**config.mk**
```make
export PLATFORM = sky130hd
export DESIGN_NAME = memshare_grantsched
export DESIGN_NICKNAME = d
export VERILOG_FILES = /design/src/rtl/memshare_grantsched.sv
export SDC_FILE = /design/constraint.sdc
export NUM_CORES = 1
export LEC_CHECK = 0
export CAP_MARGIN = 15
export CORE_AREA = 2 2 65 67
export CTS_CLUSTER_DIAMETER = 100
export DETAILED_ROUTE_END_ITERATION = 7
export DIE_AREA = 0 0 67 69
export PLACE_DENSITY = 0.68
export SLEW_MARGIN = 20
export SYNTH_ARGS = -nofsm -noshare
export SYNTH_HDL_FRONTEND = slang
export SYNTH_SLANG_ARGS = --single-unit
```
**constraint.sdc**
```tcl
create_clock -name sys_clk -period 2.1 [get_ports sys_clk]
set_clock_uncertainty 0.2 [all_clocks]
set_input_delay 0.42 -clock sys_clk [delete_from_list [all_inputs] [get_ports sys_clk]]
set_output_delay 0.42 -clock sys_clk [all_outputs]
set_load 0.01 [all_outputs]
```
**src/rtl/memshare_grantsched.sv**
```systemverilog
// memshare_grantsched: snapshots share-request flags and grants requestors one at a time in ascending index order
module memshare_grantsched #(
  parameter int SHARED_BANK_NUM    = 5,
  parameter int RQST_ADDR_BITWIDTH = 3,
  parameter int IDX_BITWIDTH       = 3
) (
  input  logic                                         sys_clk,
  input  logic                                         rstn,
  input  logic                                         rqst_valid_i,
  input  logic [SHARED_BANK_NUM-1:0]                   share_rqstFlag_i,
  input  logic [RQST_ADDR_BITWIDTH*SHARED_BANK_NUM-1:0] rqst_addr_i,
  output logic                                         rqst_ready_o,
  output logic                                         busy_o,
  output logic                                         grant_valid_o,
  input  logic                                         grant_ready_i,
  output logic [IDX_BITWIDTH-1:0]                      grant_idx_o,
  output logic [SHARED_BANK_NUM-1:0]                   grant_onehot_o,
  output logic [RQST_ADDR_BITWIDTH-1:0]                grant_addr_o,
  output logic                                         endFlag_o
);
  localparam int N = SHARED_BANK_NUM;
  localparam int W = RQST_ADDR_BITWIDTH;
  typedef enum logic {IDLE, SERVE} state_t;
  state_t                  r_state, w_state_nxt;
  logic [N-1:0]            r_pending, w_pending_nxt, w_src, w_oh, r_oh, w_oh_nxt;
  logic [N*W-1:0]          r_addr, w_addr_nxt, w_src_addr;
  logic                    r_valid, w_valid_nxt, r_end, w_end_nxt, w_load;
  logic [IDX_BITWIDTH-1:0] r_idx, w_idx_nxt, w_idx;
  logic [W-1:0]            r_gaddr, w_gaddr_nxt, w_lane;
  assign rqst_ready_o   = (r_state == IDLE);
  assign busy_o         = (r_state == SERVE);
  assign grant_valid_o  = r_valid;
  assign grant_idx_o    = r_idx;
  assign grant_onehot_o = r_oh;
  assign grant_addr_o   = r_gaddr;
  assign endFlag_o      = r_end;
  // Lowest set bit of the fresh flags (IDLE) or of the remaining pending set (SERVE)
  always_comb begin
    w_src      = (r_state == IDLE) ? share_rqstFlag_i : r_pending;
    w_src_addr = (r_state == IDLE) ? rqst_addr_i : r_addr;
    w_idx      = '0;
    w_oh       = '0;
    w_lane     = '0;
    for (int i = N - 1; i >= 0; i--) begin
      if (w_src[i]) begin
        w_idx  = IDX_BITWIDTH'(i);
        w_oh   = N'(1) << i;
        w_lane = w_src_addr[i*W +: W];
      end
    end
  end
  // Next-state and next grant register values
  always_comb begin
    w_state_nxt   = r_state;
    w_pending_nxt = r_pending;
    w_addr_nxt    = r_addr;
    w_valid_nxt   = r_valid;
    w_idx_nxt     = r_idx;
    w_oh_nxt      = r_oh;
    w_gaddr_nxt   = r_gaddr;
    w_end_nxt     = 1'b0;
    w_load        = 1'b0;
    if (r_state == IDLE) begin
      if (rqst_valid_i) begin
        w_load      = |share_rqstFlag_i;
        w_end_nxt   = ~|share_rqstFlag_i;
        w_addr_nxt  = w_load ? rqst_addr_i : r_addr;
        w_state_nxt = w_load ? SERVE : IDLE;
      end
    end else if (r_valid && grant_ready_i) begin
      if (|r_pending) begin
        w_load = 1'b1;
      end else begin
        w_valid_nxt = 1'b0;
        w_idx_nxt   = '0;
        w_oh_nxt    = '0;
        w_gaddr_nxt = '0;
        w_end_nxt   = 1'b1;
        w_state_nxt = IDLE;
      end
    end
    if (w_load) begin
      w_valid_nxt   = 1'b1;
      w_idx_nxt     = w_idx;
      w_oh_nxt      = w_oh;
      w_gaddr_nxt   = w_lane;
      w_pending_nxt = w_src & ~w_oh;
    end
  end
  // State and grant registers, cleared asynchronously so an in-flight snapshot is dropped
  always_ff @(posedge sys_clk or negedge rstn) begin
    if (!rstn) begin
      r_state   <= IDLE;
      r_pending <= '0;
      r_addr    <= '0;
      r_valid   <= 1'b0;
      r_idx     <= '0;
      r_oh      <= '0;
      r_gaddr   <= '0;
      r_end     <= 1'b0;
    end else begin
      r_state   <= w_state_nxt;
      r_pending <= w_pending_nxt;
      r_addr    <= w_addr_nxt;
      r_valid   <= w_valid_nxt;
      r_idx     <= w_idx_nxt;
      r_oh      <= w_oh_nxt;
      r_gaddr   <= w_gaddr_nxt;
      r_end     <= w_end_nxt;
    end
  end
endmodule
```
-- Word level (Yosys, flattened, before mapping)
Index checks and enable logic that the tools add are counted.
Widths: inputs -> output; s select.
- register bits: 34
- bits in latches: 0
- memories: 0
- logic and storage cells: 62
- memory bits (read-only): 0
- memory bits (writable): 0
- reductions and logical operators: 8
- bitwise operators: 3
- divide/modulo/power cells: 0
- $lt $le $gt $ge: 0
- shift-type cells: 0
- $add $sub $neg: 0
- equal/unequal tests: 1
- multiply operators: 0
- mux-type cells: 42
- operator list (operator ; count):
    $mux 5 ; 10
    $mux 3 ; 15
    $mux 1 ; 16
    $mux 15 ; 1
    $reduce_or 5->1 ; 2
    $reduce_and 3->1 ; 2
    $and 5x5->5 ; 1
    $not 5->5 ; 1
    $reduce_bool 2->1 ; 2
    $ne 2x2->1 const B ; 1
    $logic_and 1x1->1 ; 1
    $logic_not 1->1 ; 1
    $not 1->1 ; 1

-- Logic depth before layout (Yosys ltp)
Gate-level depths: netlist of the first run.
- word-level depth: 8
- mapped depth: 7
- gate-level depth less buffers: 4

-- Least setup slack after synthesis of the first run
No wires, ideal clock.
- path type: input port to flip-flop
- from: input port share_rqstFlag_i[1]
- to: register r_oh[1], in the netlist grant_onehot_o[1]
- cell stages on the path: 6
- data required time: 1778 ps
- buffers on the path: 2
- arrival time: 1323 ps
- slack: 456 ps
- cell sequence: buf_2 > nor2_1 > a21o_2 > and2_4 > buf_6 > a32o_1
- longest elaborated chain between the ends: 5
- elaborated cells between the ends (all ways): 11
- classes of those cells: eq/ne (1); mux (6); reduce/logical (4)
- ends and longest elaborated chain (item ; line ; source):
    start, declared ; 10 ; input logic [SHARED_BANK_NUM-1:0] share_rqstFlag_i,
    $reduce_or 5->1 ; 65 ; w_load = |share_rqstFlag_i;
    $mux 1 ; 64 ; if (rqst_valid_i) begin
    $mux 1 ; 63 ; if (r_state == IDLE) begin
    $ne 2x2->1 (no source line) / $reduce_bool 2->1 (equally long branches) ; -- ;
    $reduce_and 3->1 (no source line) ; -- ;
    end signal, assigned ; 107 ; r_oh <= w_oh_nxt;
    end, declared ; 25 ; logic [N-1:0] r_pending, w_pending_nxt, w_src, w_oh, r_oh, w_oh_nxt;
Parallel ways exist; a longest one is shown, timed or not.
A chain may end at the register's enable or synchronous reset.

-- Final worst setup path of the first run
- from: register r_state, in the netlist busy_o
- to: output port rqst_ready_o
- longest elaborated chain between the ends: 1
- ends and longest elaborated chain (item ; line ; source):
    start, declared ; 24 ; state_t r_state, w_state_nxt;
    start signal, assigned ; 102 ; r_state <= w_state_nxt;
    $not 1->1 (no source line) ; -- ;
    end, declared ; 12 ; output logic rqst_ready_o,
No other way between the ends.

==> flow_metrics.py, run 1 <==
metrics = {
    "global_routing": {
        "met3_usage": 0.0555,
        "grt_max_degree": 30,
        "grt_antenna_before_repair": 0,
        "top_usage_layer": "met2",
        "use_met2": 0.298,
        "use_met1": 0.280,
        "grt_pass1_vias": 1582,
        "grtUsageTotal": 0.207,
        "gr-total-overflow": 0,
        "grt_pass1_wl_mm": 7.32,
    },
    "final_layout": {
        "final_cell_mix": "nand2_1 (45), clkdlybuf4s50_1 (38), dfrtp_1 (29)",
        "nets": 252,
        "drive_above_1_share": 0.162,
        "antenna_cells": 0,
        "final_common_cell": "nand2_1",
        "area_growth_pct": 39.4,
    },
    "sta": {
        "hold_viol_final": 0,
        "fin_hold_ws_ps": 274,
        "tightest_slew_ps": 386,
        "setup_viol": 0,
        "period_minus_slack_ps": 1950,
        "fin_crit_sh": 0.928,
        "fin_ws_ps": 151,
        "tns_ps": 0,
        "slew_viol_final": 0,
        "fmax_ghz": 0.513,
        "max_slew_margin": 0.743,
        "grt_setup_unrepaired": "no",
    },
    "die": {
        "start_util": 0.409,
        "chipWidth_um": 67,
        "rows": 23,
        "io_pins": 39,
        "core_um2": 3910,
        "die_area_um2": 4620,
        "die_y_um": 69,
    },
    "clock_tree": {
        "cts_hold_buf": 0,
        "cts_root_buf": "clkbuf_8",
        "ctsResizeCount": 0,
        "post-cts-setup-buffers": 0,
        "cts_tree": "yes",
        "clk_pin_slew_ps": 60,
        "insertion_delay_ps": 290,
        "cts_max_path_buffers": 2,
        "cts_buffers": 5,
        "h-tree-depth": 2,
        "cts_sinks": 29,
    },
    "drt": {
        "vias": 1565,
        "finalWirelength_mm": 4.28,
        "antenna_left": 0,
        "drt-initial-drc-count": 107,
        "dr.pass1.iters": 4,
        "wl_per_cell_um": 15.3,
        "vias_per_cell": 5.61,
        "drc_errors": 0,
    },
    "logic_synthesis": {
        "synth_area_um2": 1600,
        "yosysTopAreaCell": "dfrtp_1",
        "synthTopCellsByArea": "dfrtp_1 (45%), nand2_1 (11%), a32o_1 (2.5%), o21ai_0 (2.5%), a21oi_1 (2.2%)",
        "synth_seq_area_share": 0.453,
        "synth-edff-count": 0,
        "ys_ff_latch": 29,
        "syn_avg_cell_area_um2": 9.20,
        "netlist_instances": 174,
        "ys_types": 45,
        "ys.flop_type": "dfrtp_1",
        "yosys.area.top_type_share": 0.453,
        "async_reset_ff_frac": 1.00,
        "synth_nets": 198,
        "ys_warn_count": 0,
    },
    "worst_setup_path": {
        "r2r_end": "grant_addr_o[2]",
        "critPathLaunchType": "flip-flop",
        "r2r_start": "busy_o",
        "r2r_cells": 5,
        "cp.arrival_ps": 1330,
        "crit_type": "flip-flop to primary output",
        "cp.required_ps": 1480,
        "worstSetupEndpointType": "primary output",
        "worst-r2r-setup-slack_ps": 290,
        "critPathMaxFanout": 6,
    },
    "pwr": {
        "powerDensity_nw_per_um2": 1360,
        "peakVddDrop_v": 0.000640,
        "power.leakage_nw": 0.983,
    },
    "hold_path": {
        "hold_path_depth": 2,
        "min_from": "r_addr[6]",
        "min_to": "r_addr[6]",
        "min_path_type": "flip-flop to flip-flop",
    },
    "place": {
        "finalWeightedCongestion": 0.911,
        "dp_slack_ps": -54.7,
        "port-buffer-count": 38,
        "hpwl_mm": 3.23,
    },
    "job": {
        "drv_cap": 0,
    },
    "status": {
        "outcome": "complete, no violations",
    },
}
==> worst max path at each step <==
stage	start	to	slack (ps)	depth (start not counted)
after floorplan	share_rqstFlag_i[1]	grant_onehot_o[1]	460	6
after global placement	share_rqstFlag_i[1]	grant_addr_o[0]	-50	6
after detailed placement	share_rqstFlag_i[1]	grant_onehot_o[4]	-50	6
after CTS	busy_o	rqst_ready_o	140	2
after global routing	share_rqstFlag_i[1]	grant_onehot_o[3]	10	6
final	busy_o	rqst_ready_o	150	2
==> stage by stage <==
step | util | cells | instance area [µm²] | total power, mW
after floorplan | - | 174 | 1600 | 1.87
after global placement | 0.540 | 271 | 2110 | 2.41
after detailed placement | 0.540 | 271 | 2110 | 2.44
after CTS | 0.570 | 279 | 2230 | 3.05
after global routing | 0.570 | 279 | 2230 | 3.27
final | 0.570 | 279 | 2230 | 3.04
==> synthesized netlist by cell type (all sizes together), types with 2 or more instances <==
cell     count
a211oi       3
a21o         2
a21oi        7
a22o         3
a22oi        2
a32o         4
a32oi        2
buf         12
dfrtp       29
inv          5
mux2i        2
nand2       45
nand2b       3
nand3        7
nand3b       2
nor2         3
o21ai       13
o22ai        3
o2bb2ai      6
or3          2
==> area by class of cell <==
type	instances	area [µm²]
clock buffer	7	86.3
fill	354	1680
clock inverter	1	30.0
sequential	29	726
timing repair buffer	59	538
tap	50	62.6
multi-input combinational	128	769
inverter	5	18.8
==> kinds of logic (layout without fill, tap and decap cells) <==
| group | count (synthesis) | count (layout) | synth area share |
|---|---|---|---|
| muxes | 3 | 3 | 0.0195 |
| and+or+nand+nor | 72 | 72 | 0.219 |
| DFF | 29 | 29 | 0.453 |
| AOI/OAI and AO/OA | 53 | 53 | 0.242 |
| buffers and inverters | 17 | 72 | 0.0657 |
==> critical path, stage by stage, from the launching register on <==
cell	delay [ps]
dfrtp_1	420
inv_1	90
clkdlybuf4s50_1	530
==> state kept, by name, indices dropped and copies added, names as in the netlist <==
| register | cells |
|---|---|
| grant_onehot_o | 5 |
| r_pending | 4 |
| grant_idx_o | 2 |
| grant_valid_o | 1 |
| endFlag_o | 1 |
| busy_o | 1 |
| grant_addr_o | 3 |
| r_addr | 12 |
==> power by group <==
group | internal [mW] | switching, mW | leakage [nW] | total (mW)
Sequential | 0.793 | 0.200 | 0.368 | 0.994
Clock | 0.386 | 0.220 | 0.0585 | 0.606
Combinational | 0.735 | 0.710 | 0.557 | 1.44
Total | 1.91 | 1.13 | 0.983 | 3.04
==> layer usage <==
| metal | vias up | wire length (µm) |
|---|---|---|
| met4 | 0 | 180 |
| met1 | 744 | 1830 |
| met5 | - | 0 |
| met3 | 19 | 278 |
| met2 | 70 | 1990 |
| li1 | 732 | - |
(Power assumes the default switching activity.)
==> run 2: changes to the inputs <==
Settings changed: SLEW_MARGIN 20 to default.
==> results of run 2 <==
No change in the layout: final DEF, timing and power equal those of run 1.
